==> src/rtl/uart.sv <==
// UART, 8N1, full duplex, single clock domain.
//
// Parameters:
//   CLK_FREQ  - clock frequency in Hz
//   BAUD_RATE - line bit rate in bits/s; one bit lasts CLK_FREQ/BAUD_RATE cycles (truncated).
//               The resulting bit period must be at least 2 cycles.
// Ports:
//   clk, rst                  - clock and asynchronous active-low reset
//   uart_rd_data/valid/ready  - received byte stream (valid held until a ready edge)
//   uart_wr_data/valid/ready  - byte stream to transmit (accepted on valid & ready)
//   uart_rxd                  - serial input, asynchronous, idle high
//   uart_txd                  - serial output, registered, idle high
// Build option:
//   UART_LOOPBACK_EN - when defined, the receiver listens to the internal registered TX line
//                      and uart_rxd is ignored; uart_txd is still driven normally.
module uart #(
  parameter int unsigned CLK_FREQ  = 100000000,
  parameter int unsigned BAUD_RATE = 115200
) (
  input  logic       clk,
  input  logic       rst,
  output logic [7:0] uart_rd_data,
  output logic       uart_rd_valid,
  input  logic       uart_rd_ready,
  input  logic [7:0] uart_wr_data,
  input  logic       uart_wr_valid,
  output logic       uart_wr_ready,
  input  logic       uart_rxd,
  output logic       uart_txd
);

  localparam int unsigned Div  = CLK_FREQ / BAUD_RATE;
  localparam int unsigned Half = Div / 2;
  localparam int unsigned CntW = (Div > 1) ? $clog2(Div) : 1;
  localparam logic [CntW-1:0] CntLast = CntW'(Div - 1);
  localparam logic [CntW-1:0] CntHalf = CntW'(Half - 1);

  // ---------------------------------------------------------------------------------------------
  // Transmitter
  // ---------------------------------------------------------------------------------------------
  typedef enum logic [1:0] {TxIdle, TxStart, TxData, TxStop} tx_state_e;

  tx_state_e       tx_state_q, tx_state_d;
  logic [CntW-1:0] tx_cnt_q, tx_cnt_d;
  logic [2:0]      tx_idx_q, tx_idx_d;
  logic [7:0]      tx_sh_q, tx_sh_d;
  logic            tx_txd_q, tx_txd_d;
  logic            tx_ready_q, tx_ready_d;
  logic            tx_bit_end;

  assign tx_bit_end = (tx_cnt_q == CntLast);

  always_comb begin
    tx_state_d = tx_state_q;
    tx_cnt_d   = tx_cnt_q;
    tx_idx_d   = tx_idx_q;
    tx_sh_d    = tx_sh_q;
    tx_txd_d   = tx_txd_q;
    tx_ready_d = tx_ready_q;
    unique case (tx_state_q)
      TxIdle: begin
        tx_txd_d   = 1'b1;
        tx_ready_d = 1'b1;
        if (uart_wr_valid && tx_ready_q) begin
          tx_state_d = TxStart;
          tx_cnt_d   = '0;
          tx_sh_d    = uart_wr_data;
          tx_txd_d   = 1'b0;
          tx_ready_d = 1'b0;
        end
      end
      TxStart: begin
        if (tx_bit_end) begin
          tx_state_d = TxData;
          tx_cnt_d   = '0;
          tx_idx_d   = '0;
          tx_txd_d   = tx_sh_q[0];
          tx_sh_d    = {1'b0, tx_sh_q[7:1]};
        end else begin
          tx_cnt_d = tx_cnt_q + 1'b1;
        end
      end
      TxData: begin
        if (tx_bit_end) begin
          tx_cnt_d = '0;
          if (tx_idx_q == 3'd7) begin
            tx_state_d = TxStop;
            tx_txd_d   = 1'b1;
          end else begin
            tx_idx_d = tx_idx_q + 3'd1;
            tx_txd_d = tx_sh_q[0];
            tx_sh_d  = {1'b0, tx_sh_q[7:1]};
          end
        end else begin
          tx_cnt_d = tx_cnt_q + 1'b1;
        end
      end
      TxStop: begin
        if (tx_bit_end) begin
          tx_state_d = TxIdle;
          tx_cnt_d   = '0;
          tx_ready_d = 1'b1;
        end else begin
          tx_cnt_d = tx_cnt_q + 1'b1;
        end
      end
      default: begin
        tx_state_d = TxIdle;
        tx_txd_d   = 1'b1;
      end
    endcase
  end

  always_ff @(posedge clk or negedge rst) begin
    if (!rst) begin
      tx_state_q <= TxIdle;
      tx_cnt_q   <= '0;
      tx_idx_q   <= '0;
      tx_sh_q    <= '0;
      tx_txd_q   <= 1'b1;
      tx_ready_q <= 1'b0;
    end else begin
      tx_state_q <= tx_state_d;
      tx_cnt_q   <= tx_cnt_d;
      tx_idx_q   <= tx_idx_d;
      tx_sh_q    <= tx_sh_d;
      tx_txd_q   <= tx_txd_d;
      tx_ready_q <= tx_ready_d;
    end
  end

  assign uart_txd      = tx_txd_q;
  assign uart_wr_ready = tx_ready_q;

  // ---------------------------------------------------------------------------------------------
  // Receiver
  // ---------------------------------------------------------------------------------------------
  logic rx_src;

`ifdef UART_LOOPBACK_EN
  logic unused_rxd;
  assign unused_rxd = uart_rxd;
  assign rx_src     = tx_txd_q;
`else
  assign rx_src = uart_rxd;
`endif

  typedef enum logic [1:0] {RxIdle, RxStart, RxData, RxStop} rx_state_e;

  logic [1:0]      rx_sync_q;
  logic            rx_prev_q;
  logic            rx_s;
  rx_state_e       rx_state_q, rx_state_d;
  logic [CntW-1:0] rx_cnt_q, rx_cnt_d;
  logic [2:0]      rx_idx_q, rx_idx_d;
  logic [7:0]      rx_sh_q, rx_sh_d;
  // Set after a bad stop bit: stay in RxStop until the line is seen high again.
  logic            rx_ferr_q, rx_ferr_d;
  logic            rx_done;
  logic            rx_bit_end;
  logic [7:0]      rd_data_q, rd_data_d;
  logic            rd_valid_q, rd_valid_d;

  assign rx_s       = rx_sync_q[1];
  assign rx_bit_end = (rx_cnt_q == CntLast);

  always_comb begin
    rx_state_d = rx_state_q;
    rx_cnt_d   = rx_cnt_q;
    rx_idx_d   = rx_idx_q;
    rx_sh_d    = rx_sh_q;
    rx_ferr_d  = rx_ferr_q;
    rx_done    = 1'b0;
    unique case (rx_state_q)
      RxIdle: begin
        if (rx_prev_q && !rx_s) begin
          rx_state_d = RxStart;
          rx_cnt_d   = '0;
        end
      end
      RxStart: begin
        // Mid-start-bit re-check rejects short low glitches.
        if (rx_cnt_q == CntHalf) begin
          rx_cnt_d   = '0;
          rx_idx_d   = '0;
          rx_state_d = rx_s ? RxIdle : RxData;
        end else begin
          rx_cnt_d = rx_cnt_q + 1'b1;
        end
      end
      RxData: begin
        if (rx_bit_end) begin
          rx_cnt_d = '0;
          rx_sh_d  = {rx_s, rx_sh_q[7:1]};
          if (rx_idx_q == 3'd7) begin
            rx_state_d = RxStop;
            rx_ferr_d  = 1'b0;
          end else begin
            rx_idx_d = rx_idx_q + 3'd1;
          end
        end else begin
          rx_cnt_d = rx_cnt_q + 1'b1;
        end
      end
      RxStop: begin
        if (rx_ferr_q) begin
          if (rx_s) begin
            rx_state_d = RxIdle;
            rx_ferr_d  = 1'b0;
          end
        end else if (rx_bit_end) begin
          rx_cnt_d = '0;
          if (rx_s) begin
            rx_done    = 1'b1;
            rx_state_d = RxIdle;
          end else begin
            rx_ferr_d = 1'b1;
          end
        end else begin
          rx_cnt_d = rx_cnt_q + 1'b1;
        end
      end
      default: rx_state_d = RxIdle;
    endcase
  end

  // Output holding register: a completed byte is taken only if the slot is free or being
  // consumed on this same edge; otherwise it is an overrun and dropped.
  always_comb begin
    rd_valid_d = rd_valid_q;
    rd_data_d  = rd_data_q;
    if (rx_done && (!rd_valid_q || uart_rd_ready)) begin
      rd_data_d  = rx_sh_q;
      rd_valid_d = 1'b1;
    end else if (rd_valid_q && uart_rd_ready) begin
      rd_valid_d = 1'b0;
    end
  end

  always_ff @(posedge clk or negedge rst) begin
    if (!rst) begin
      rx_sync_q  <= 2'b11;
      rx_prev_q  <= 1'b1;
      rx_state_q <= RxIdle;
      rx_cnt_q   <= '0;
      rx_idx_q   <= '0;
      rx_sh_q    <= '0;
      rx_ferr_q  <= 1'b0;
      rd_data_q  <= '0;
      rd_valid_q <= 1'b0;
    end else begin
      rx_sync_q  <= {rx_sync_q[0], rx_src};
      rx_prev_q  <= rx_s;
      rx_state_q <= rx_state_d;
      rx_cnt_q   <= rx_cnt_d;
      rx_idx_q   <= rx_idx_d;
      rx_sh_q    <= rx_sh_d;
      rx_ferr_q  <= rx_ferr_d;
      rd_data_q  <= rd_data_d;
      rd_valid_q <= rd_valid_d;
    end
  end

  assign uart_rd_data  = rd_data_q;
  assign uart_rd_valid = rd_valid_q;

endmodule

==> config.mk <==
export PLATFORM = sky130hd
export DESIGN_NAME = uart
export DESIGN_NICKNAME = d
export VERILOG_FILES = /design/src/rtl/uart.sv
export SDC_FILE = /design/constraint.sdc
export NUM_CORES = 1
export LEC_CHECK = 0
export ABC_AREA = 1
export CORE_MARGIN = 4
export CORE_UTILIZATION = 55
export DETAILED_ROUTE_END_ITERATION = 12
export HOLD_SLACK_MARGIN = 0.12
export PLACE_DENSITY = 0.76
export SETUP_SLACK_MARGIN = 0.2
export SYNTH_ARGS = -nofsm -noshare
export SYNTH_HDL_FRONTEND = slang
export SYNTH_SLANG_ARGS = --single-unit
==> constraint.sdc <==
create_clock -name clk -period 5.1 [get_ports clk]
set_input_delay 0.765 -clock clk [delete_from_list [all_inputs] [get_ports clk]]
set_output_delay 0.765 -clock clk [all_outputs]
set_load 0.02 [all_outputs]
==> results of run 1 <==
-- worst register-to-register path, cell delays in order, from the launching register on --
cell	delay [ns]
dfrtp_1	0.41
inv_1	0.11
ha_1	0.27
nand2_1	0.21
inv_1	0.18
a21oi_4	0.18
nand3_4	0.22
nand2_1	0.15
o21ai_2	0.06
-- stage by stage --
stage	cell area (um^2)	std cells	setup WS (ns)	util, %	power, mW
floorplan	3190	367	3.37	-	1.22
global placement	3480	458	2.75	62.4	1.34
detailed placement	3480	458	2.71	62.4	1.37
CTS	3680	474	2.84	66.0	1.80
global route	3680	474	2.82	66.0	1.94
finish	3680	474	2.87	66.0	1.79
-- worst max path at each step --
stage / start / end
6_report: uart_txd / uart_txd
4_1_cts: uart_txd / uart_txd
5_1_grt: uart_txd / uart_txd
3_5_place_dp: uart_wr_valid / tx_sh_q[1]
2_1_floorplan: uart_wr_valid / tx_sh_q[5]
3_3_place_gp: uart_wr_valid / tx_sh_q[3]
-- flip-flops by register name, summed over array words and instances (netlist names), named ones only --
register / count
rx_cnt_q: 10
tx_cnt_q: 10
rx_sh_q: 8
tx_sh_q: 8
uart_rd_data: 8
rx_idx_q: 3
tx_idx_q: 3
rx_sync_q: 2
tx_state_q: 2
rx_ferr_q: 1
rx_prev_q: 1
rx_state_q: 1
uart_rd_valid: 1
uart_txd: 1
uart_wr_ready: 1
-- power breakdown --
group          internal, mW  total (mW)  switching [mW]
Sequential            0.583       0.669          0.0862
Clock                 0.227       0.433           0.206
Combinational         0.251       0.690           0.439
-- cells in the final DEF (no fill, tap or decap), types with 5 or more instances in the layout --
master and count:
a21oi_1 8, clkbuf_8 9, clkdlybuf4s50_1 22, dfrtp_1 57
ha_1 12, inv_1 42, mux2i_1 7, nand2_1 96
nand2_2 5, nand3_1 24, nor2_1 23, o21ai_0 20
o21ai_1 12, o21ai_2 16
-- routing by layer --
| metal | vias up | track usage [%] | routed length, um |
|---|---|---|---|
| met2 | 50 | 28.6 | 2700 |
| met1 | 1163 | 23.6 | 2770 |
| li1 | 1257 | - | - |
| met3 | 8 | 3.93 | 237 |
| met4 | 0 | 7.89 | 78 |
| met5 | - | 0 | 0 |
-- layout make-up --
| class | instances | area share [%] |
|---|---|---|
| Clock buffer | 9 | 3.37 |
| Clock inverter | 7 | 2.04 |
| Inverter | 45 | 4.59 |
| Multi-Input combinational cell | 256 | 39.6 |
| Sequential cell | 61 | 41.6 |
| Tap cell | 72 | 2.45 |
| Timing Repair Buffer | 24 | 6.33 |
-- logic make-up (layout without fill, tap and decap cells) --
group,after synthesis,count (layout),synth area share [%]
buf+inv,50,85,6.46
simple gates,166,166,24.2
fa+ha+maj,12,12,4.70
flops,61,61,47.9
xor+xnor,4,4,1.10
mux,7,7,2.19
compound gates,67,67,13.4
==> impl_metrics.tcl, run 1 <==
set metrics [dict create \
    run_status "finished clean" \
    hold_viol 0 \
    multi_input_area_mm2 0.00146 \
    path_clk_slew_ns 0.07 \
    die_h_um 84.2 \
    vias_per_cell 5.23 \
    cts_sinks 61 \
    postCtsSetupBuffers 0 \
    grt_usage_pct 18.0 \
    rsz0062_at_grt "false" \
    p_leak_nw 1.72 \
    grt_pass1_wl_mm 10.4 \
    portBuffers 23 \
    first_global_vias 2428 \
    cts-root-buf "clkbuf_8" \
    layout-drive-gt1-share_pct 14.9 \
    synth_top_area_share_pct 44.7 \
    ys_types 33 \
    cp_slowest_cell "clkdlybuf4s50_1" \
    grt_max_degree 62 \
    layout_min_cycle_time_ns 2.23 \
    cpLargestDelayFamily "buffers and inverters" \
    initial_core_util_pct 57.3 \
    drcViolationCount 0 \
    crit_type "flop to output pin" \
    grt_overflow_total 0 \
    yosys_warnings 0 \
    required_ns 4.34 \
    drv_slew 0 \
    n_antenna_cell 0 \
    synth_edf_count 0 \
    skew_ns 0.00282 \
    r2r-end "tx_sh_q[1]" \
    fillers 483 \
    peakVddDrop_uv 406 \
    synth_nets 392 \
    fmax_mhz 448 \
    synth_seq_cells 61 \
    gp_congestion 0.860 \
    synthArstFlopShare_pct 100 \
    core_mm2 0.00557 \
    hp-start "rx_sync_q[0]" \
    tns_ns 0 \
    slowest_delay_ns 0.60 \
    first_pass_iters 4 \
    critPathBufInv 1 \
    critical_path_depth 1 \
    antenna_left 0 \
    rows 27 \
    whs_ns 0.357 \
    fin_crit_sh_pct 43.8 \
    antenna_found_initial 0 \
    power-per-cell-area_mw_per_mm2 487 \
    ys_top_cells_by_area "dfrtp_1 45%, nand2_1 11%, inv_1 4.9%" \
    rrSetupSlack_ns 3.20 \
    die_x_um 84.2 \
    cts_resized 0 \
    synth_most_common_cell "nand2_1" \
    arrival_ns 1.47 \
    synth_ff_type "dfrtp_1" \
    insertion_delay_ns 0.34 \
    min_path_type "flop to flop" \
    cts_made_buffers 9 \
    cts_tree "yes" \
    setup_viol 0 \
    synth_area_mm2 0.00319 \
    syn_area_per_cell_um2 8.70 \
    holdPathStages 0 \
    netlist_instances 367 \
    ios 24 \
    num-nets-final 422 \
    maxSlewHeadroom_pct 49.7 \
    htree_levels 3 \
    drt_iter0_drc 67 \
    reg2reg_from "tx_state_q[0]" \
    routed_wl_mm 5.79 \
    cp-end-kind "output pin" \
    cts_hold_buf 0 \
    seq_area_frac_synth_pct 47.9 \
    ys_top_cells_by_count "96 x nand2_1, 57 x dfrtp_1, 42 x inv_1" \
    num_vias 2478 \
    cp-start-kind "flop" \
    maxCapViolations 0 \
    die_area_mm2 0.00709 \
    worstPathMaxFanout 2 \
    tightest_slew_ns 0.754 \
    hold_path_end "rx_sync_q[1]" \
    cp_cell_sequence "clkdlybuf4s50_1" \
    syn_to_final_growth_pct 15.2 \
    dp_hpwl_mm 4.14 \
    ff_latch_area_mm2 0.00153 \
    r2r_cells 8 \
    cts_max_path_buffers 2 \
    routedWlPerCell_um 12.2 \
    yosysTopAreaCell "dfrtp_1" \
]
Power figures use the tool's default switching activity.
==> run 2, diff against run 1 <==
clock period = 2.3 ns   (was 5.1 ns; I/O delays follow)
==> run 2 against run 1 <==
Against the previous run: first-iteration DRC count rose by 76%; non-clock buffer count up 1; design area is 0.92% higher; sequential cell count unchanged; utilization is 0.61 points higher; die area did not move; combinational power increased by 120%; sequential share of layout area down 0.38 points; clock skew is 0.00070 ns higher; sequential power grew 120%; critical path depth up 7; register-to-register slack worse by 2.8 ns; largest cell class unchanged; highest routed layer unchanged.
==> impl_metrics.tcl, run 2 (synthesis results as in run 1) <==
set metrics [dict create \
    run_status "finished clean" \
    required_ns 2.52 \
    cts_made_buffers 9 \
    rows 27 \
    die_x_um 84.2 \
    top_regs "rx_cnt_q: 10 flops, tx_cnt_q: 10 flops" \
    cts_sinks 61 \
    min_path_type "flop to flop" \
    power.internal_mw 2.41 \
    p_leak_nw 1.74 \
    comb_power_share_pct 38.5 \
    multi_input_area_mm2 0.00146 \
    peakVddDrop_uv 1050 \
    p_switching_mw 1.59 \
    fin_util_pct 66.6 \
    insertion_delay_ns 0.33 \
    ff_latch_area_mm2 0.00153 \
    portBuffers 23 \
    first_pass_iters 4 \
    crit_type "flop to flop" \
    worstPathMaxFanout 16 \
    maxCapViolations 0 \
    layout.cells.non_filler 475 \
    tns_ns 0 \
    ios 24 \
    cts_max_path_buffers 2 \
    drv_slew 0 \
    dp_hpwl_mm 4.08 \
    routed_wl_mm 5.64 \
    hold_viol 0 \
    layout_common_cells "96 x nand2_1, 57 x dfrtp_1, 42 x inv_1" \
    num-nets-final 423 \
    grt_pass1_wl_mm 10.2 \
    die_area_mm2 0.00709 \
    path_clk_slew_ns 0.07 \
    htree_levels 3 \
    fin_crit_sh_pct 81.6 \
    die_h_um 84.2 \
    maxSlewHeadroom_pct 68.5 \
    power-per-cell-area_mw_per_mm2 1080 \
    dp_cells 458 \
    grt_usage_pct 17.7 \
    total_power_mw 4.01 \
    pwr-share-seq_pct 37.0 \
    grt_overflow_total 0 \
    cts-root-buf "clkbuf_8" \
    drt_iter0_drc 118 \
    cp-end-kind "flop" \
    cp-start-kind "flop" \
    syn_to_final_growth_pct 16.2 \
    tightest_slew_ns 0.472 \
    core_mm2 0.00557 \
    n_antenna_cell 0 \
    num_vias 2405 \
    cts_tree "yes" \
    setup_viol 0 \
    grt_max_degree 43 \
    gp_congestion 0.859 \
    clockPowerShare_pct 24.6 \
    fillers 461 \
    drcViolationCount 0 \
    switching_share_pct 39.8 \
    routedWlPerCell_um 11.9 \
    layout-drive-gt1-share_pct 14.9 \
    rsz0062_at_grt "false" \
    first_global_vias 2308 \
    antenna_left 0 \
    antenna_found_initial 0 \
    cts_resized 0 \
    layout_min_cycle_time_ns 1.88 \
    fmax_mhz 533 \
    skew_ns 0.00351 \
    initial_core_util_pct 57.3 \
    arrival_ns 2.10 \
    final_common_cell "nand2_1" \
    vias_per_cell 5.06 \
]
==> run 2: changes by cell type in the layout (fill, tap and decap cells not counted) <==
cell           change
dlygate4sd3_1      +1
clkbuf_8           +2
buf_12             +1
buf_4              -1
clkinvlp_4         -1
inv_6              -1
==> run 2: area by class of cell <==
| cell class | count | share of cell area (%) |
|---|---|---|
| repair buffers | 25 | 6.88 |
| multi-input cells | 256 | 39.2 |
| clock buffers | 11 | 4.08 |
| clock inverters | 5 | 1.58 |
| inverters | 45 | 4.55 |
| well taps | 72 | 2.43 |
| flip-flops and latches | 61 | 41.3 |
==> run 2: power groups by stage <==
stage	combinational (mW)	clock, mW	sequential [mW]
2_1_floorplan	1.23	0	1.47
3_3_place_gp	1.48	0	1.49
3_5_place_dp	1.54	0	1.49
4_1_cts	1.55	1.00	1.48
5_1_grt	1.76	1.06	1.51
6_report	1.54	0.984	1.48
==> run 2: repair_timing <==
| action | 4_1_cts | 5_1_grt |
|---|---|---|
| hold endpoints to repair | 19 | 0 |
| setup buffers | 0 | 0 |
| hold buffers | 1 | 0 |
==> run 2: metal layers <==
metal / global-route usage [%] / vias up / routed length, um
met5: 0 / - / 0
met4: 7.02 / 0 / 74
met3: 5.00 / 6 / 253
met2: 27.7 / 49 / 2570
met1: 23.2 / 1091 / 2740
li1: - / 1259 / -
==> run 2: final timing paths <==
| path | startpoint | to | slack [ns] | cells after the start |
|---|---|---|---|---|
| max in group asynchronous | rst | uart_txd | 1.17 | 3 |
| max | tx_state_q[0] | tx_sh_q[7] | 0.42 | 8 |
| min in group asynchronous | rst | rx_cnt_q[3] | 0.49 | 2 |
| max reg2reg | tx_state_q[0] | tx_sh_q[7] | 0.42 | 8 |
| min reg2reg | rx_sync_q[0] | rx_sync_q[1] | 0.36 | 0 |
| min | rx_sync_q[0] | rx_sync_q[1] | 0.36 | 0 |
==> run 2: metrics by stage <==
stage          hold slack [ns]  instance area (um^2)  setup WS (ns)
2_1_floorplan           0.0494                  3190          0.700
3_3_place_gp             0.326                  3490          0.369
3_5_place_dp             0.325                  3490          0.326
4_1_cts                  0.362                  3710          0.425
5_1_grt                  0.364                  3710          0.211
6_report                 0.360                  3710          0.424
==> run 2: critical path, cell delays in order, from the launching register on <==
cell	delay (ns)
dfrtp_1	0.40
inv_1	0.10
ha_1	0.26
nand2_1	0.21
inv_1	0.18
a21oi_4	0.19
nand3_4	0.23
nand2_1	0.14
o21ai_2	0.06
==> run 3, diff against run 2 <==
CORE_UTILIZATION = 53   (was 55)
clock period = 1.6 ns   (was 2.3 ns; I/O delays follow)
==> run 3 against run 2 <==
Against the previous run: the flow now finishes with violations (negative setup slack); final cell count increased by 9.3%; global-route usage is 3.9 points higher; combinational power increased by 130%; fmax grew 16%; utilization grew 9.6 points; sequential power increased by 47%; die area up 3.4%; clock power is 59% higher; via count rose by 18%; register-to-register slack got worse by 0.44 ns; critical path type unchanged; critical endpoint is now rx_ferr_q.
==> impl_metrics.tcl, run 3 (synthesis results as in run 1) <==
set metrics [dict create \
    run_status "finished, violations left" \
    violations "negative setup slack" \
    core_mm2 0.00589 \
    maxSlewHeadroom_pct 78.4 \
    hold_viol 0 \
    num-nets-final 464 \
    reg2reg_from "rx_cnt_q[1]" \
    rsz0062_at_grt "true" \
    setup_viol 1 \
    grt_pass1_wl_mm 12.6 \
    cp-startpoint "rx_cnt_q[1]" \
    dp_hpwl_mm 4.33 \
    final_common_cell "nand2_1" \
    grt_overflow_total 0 \
    antenna_left 0 \
    n_antenna_cell 0 \
    cp-start-kind "flop" \
    p_leak_nw 2.04 \
    drcViolationCount 0 \
    portBuffers 23 \
    fin_util_pct 76.2 \
    layout-drive-gt1-share_pct 41.9 \
    min_path_type "input pin to flop" \
    cp_slowest_cell "dfrtp_1" \
    ios 24 \
    holdPathStages 1 \
    worst_slack_ns -0.0146 \
    cpMostUsedCell "buf_4" \
    maxCapViolations 0 \
    gr-max-usage-layer "met2" \
    power-per-cell-area_mw_per_mm2 1620 \
    grt_max_degree 62 \
    die_area_mm2 0.00733 \
    critPathCapture "rx_ferr_q" \
    cts_made_buffers 9 \
    first_global_vias 2807 \
    insertion_delay_ns 0.35 \
    rrSetupSlack_ns -0.01 \
    crit_type "flop to flop" \
    r2r-end "rx_ferr_q" \
    use_met3_pct 3.65 \
    layout_common_cells "56 x nand2_1, 55 x dfrtp_1, 38 x nand2_2" \
    grt_usage_pct 21.6 \
    top_regs "rx_cnt_q: 10 flops, tx_cnt_q: 10 flops" \
    cts_sinks 61 \
    die_h_um 85.6 \
    num_vias 2846 \
    cp_cell_sequence "ha_2 > nand2_2 > nor2_4 > nand3_4 > buf_4 > buf_4 > a21oi_1 > or2_4" \
    routed_wl_mm 8.31 \
    drv_slew 0 \
    use_met1_pct 26.9 \
    total_power_mw 7.28 \
    layout_min_cycle_time_ns 1.61 \
    path_clk_slew_ns 0.08 \
    syn_to_final_growth_pct 40.4 \
    r2r_cells 8 \
    die_x_um 85.6 \
    rows 28 \
    cp-end-kind "flop" \
    routedWlPerCell_um 16.0 \
    fillers 367 \
    arrival_ns 1.91 \
    peakVddDrop_uv 1470 \
    finalInstanceArea_mm2 0.00448 \
    htree_levels 3 \
    vias_per_cell 5.48 \
    antenna_found_initial 0 \
    cts-root-buf "clkbuf_8" \
    drt_iter0_drc 205 \
    slowest_delay_ns 0.41 \
    dp_cells 473 \
    cts_tree "yes" \
    place_area_mm2 0.00362 \
    fmax_mhz 619 \
    worstPathMaxFanout 6 \
    skew_ns 0.0111 \
    gp_congestion 0.834 \
    dp_slack_ns -0.0298 \
    tightest_slew_ns 0.323 \
    required_ns 1.90 \
    initial_core_util_pct 54.3 \
    layout.cells.non_filler 519 \
    use_met2_pct 36.4 \
    cts_max_path_buffers 2 \
    first_pass_iters 4 \
    fin_crit_sh_pct 101 \
]
## run 3: cell count changes in the layout (fill, tap and decap cells not counted), sizes merged
cell,previous run,this run
buf,2,40
bufinv,1,2
clkbuf,11,10
clkdlybuf4s50,22,11
clkinvlp,2,3
dlygate4sd2,0,10
nand2,102,103
nand3,28,30
## run 3: repair_timing
item | CTS | global route
buffers inserted | 13 | 13
endpoints found under the hold margin | 57 | 0
resized for setup | 58 | 74
setup endpoints to repair | 63 | 59
pin swaps | 30 | 38
hold buffers | 1 | 0
cloned | 2 | 1
## run 3: critical path, delay by kind of cell, from the launching register on
family / cells / cell delay [ns]
flip-flops: 1 / 0.41
adder cells (fa/ha/maj): 1 / 0.22
buffers and inverters: 2 / 0.31
AO/OA/AOI/OAI: 1 / 0.14
AND/OR/NAND/NOR: 4 / 0.47
## run 3: layout make-up
cell class	instances	area, um^2	area share, %
Sequential cell	61	1530	34.2
Inverter	45	176	3.93
Clock inverter	7	100	2.23
Tap cell	75	93.8	2.09
Multi-Input combinational cell	259	1890	42.1
Timing Repair Buffer	63	567	12.6
Clock buffer	9	124	2.76
## run 3: power by group
group	switching, mW	internal [mW]	total (mW)
Clock	0.683	0.881	1.56
Sequential	0.310	1.86	2.17
Combinational	2.04	1.51	3.55
Total	3.03	4.25	7.28
## run 3: worst min-delay path by stage
| stage | start | endpoint | slack (ns) |
|---|---|---|---|
| detailed placement | rst | tx_cnt_q[5] | 0.27 |
| floorplan | rst | asynchronous set/reset pin | -0.06 |
| global route | uart_rxd | rx_sync_q[0] | 0.30 |
| finish | uart_rxd | rx_sync_q[0] | 0.30 |
| CTS | uart_rxd | rx_sync_q[0] | 0.31 |
| global placement | rst | tx_cnt_q[7] | 0.27 |
## run 3: layer usage
| metal | share of wire, % | wire, um |
|---|---|---|
| met5 | 0 | 0 |
| met4 | 3.9 | 321 |
| met3 | 3.3 | 273 |
| met2 | 51 | 4260 |
| met1 | 42 | 3450 |
## run 3: through the flow
step / setup TNS (ns) / hold WS (ns)
final: -0.0146 / 0.301
after floorplan: 0 / -0.0556
after detailed placement: -0.146 / 0.274
after global routing: -1.25 / 0.303
after CTS: 0 / 0.306
after global placement: 0 / 0.274
==> patch, RTL diff (flow settings as in run 3) <==
Encoding of `rx_state_e`: now one-hot (4 bits for 4 states).
--- a/src/rtl/uart.sv
+++ b/src/rtl/uart.sv
@@ -147,3 +147,3 @@
 
-  typedef enum logic [1:0] {RxIdle, RxStart, RxData, RxStop} rx_state_e;
+  typedef enum logic [3:0] {RxIdle = 4'b0001, RxStart = 4'b0010, RxData = 4'b0100, RxStop = 4'b1000} rx_state_e;
 
Formal check against the unedited RTL: no difference found for any inputs over 10 cycles, from zero or initial values and one cycle with rst low; not proved beyond that.
==> patch against run 3 <==
- total power rose by 11%
- setup slack improved by 0.045 ns
- wire length rose by 8.2%
- final cell count rose by 15%
- sequential cell count rose by 2
- critical path depth rose by 3
- combinational power rose by 21%
- area after synthesis rose by 11%
- final area rose by 8.6%
- clock skew rose by 0.0031 ns
- non-clock buffer count rose by 2
- critical endpoint is now rx_cnt_q[9]$_DFFE_PN0P_
- largest cell class unchanged
==> patch: results (changes against run 3) <==
stage;metric;value;unit;change
timing;skew;0.0141;ns;+0.00306 ns
logic_synthesis;ys_seq_area_share;44.5;%;-3.4 points
timing;setup_viol;0;;-1
placed_design;dp_hpwl;4910;um;+13%
pwr;peakVddDrop;0.00135;V;-8.3%
layout;drive_above_1_share;38.7;%;-3.2 points
grt;grtUsageMet1;26.1;%;-0.83 points
grt;grt_max_degree;64;;+3.2%
worst_setup_path;r2r_end;rx_cnt_q[9]$_DFFE_PN0P_;;
worst_setup_path;r2r_start;rx_state_q[0]$_DFFE_PN1P_;;
logic_synthesis;avgSynthCellArea;8.00;um2;-8.1%
logic_synthesis;synth_area_leaders;dfrtp_1 41%, nand2_1 16%, inv_1 5.4%;;
pwr;p_leak;0.00234;uW;+15%
routing;drt-met1-wl;3660;um;+5.9%
outcome;status;completed;;
pwr;p_comb;4290;uW;+21%
routing;route.met2.wl;4680;um;+9.9%
grt;use_met3;3.84;%;+0.19 points
pwr;combPwrFrac;52.9;%;+4.2 points
timing;slew_headroom;77.5;%;-0.85 points
logic_synthesis;syn_nets;469;;+20%
routing;firstDrtPassIters;5;;+1
routing;vias_per_cell;5.50;;+0.33%
routing;met3WireLength;412;um;+51%
worst_setup_path;crit_fanout;4;;-2
grt;gr-usage-met2;32.3;%;-4.1 points
routing;first_iter_violations;263;;+28%
placed_design;place_inst;549;;+16%
logic_synthesis;synthTopCellsByCount;151 x nand2_1, 58 x dfrtp_1, 51 x inv_1, 28 x nand3_1, 28 x o21ai_0;;
floorplan;die_w;89.9;um;+5.0%
-- patch: timing repair --
item                                    4_1_cts  5_1_grt
cloned                                        1        0
endpoints found under the setup margin       66       57
hold buffers                                  1        0
endpoints found under the hold margin        58        0
pin swaps                                    15       55
gates resized for setup                      59      108
buffers inserted                             14       15
-- patch: cells by family (layout without fill, tap and decap cells) --
group           after synthesis  count (layout)  synth area share, %
compound gates               53              53                 8.87
xor+xnor                      6               6                 1.48
fa+ha+maj                    12              12                 4.23
buf+inv                      63             137                 8.03
flops                        63              63                 44.5
mux                           1               1                0.282
simple gates                246             247                 32.6
-- patch: layout make-up --
cell class / count / area (um2)
timing repair buffer: 65 / 576
tap: 77 / 96.3
sequential: 63 / 1590
inverter: 56 / 244
multi-input combinational: 319 / 2140
fill: 424 / 1550
clock inverter: 6 / 91.3
clock buffer: 10 / 138
-- patch: worst max-delay path: cells and delay by family (launching register included) --
kind	cells	cell delay, ns
buffers and inverters	4	0.39
DFF	1	0.57
and+or+nand+nor	7	0.47
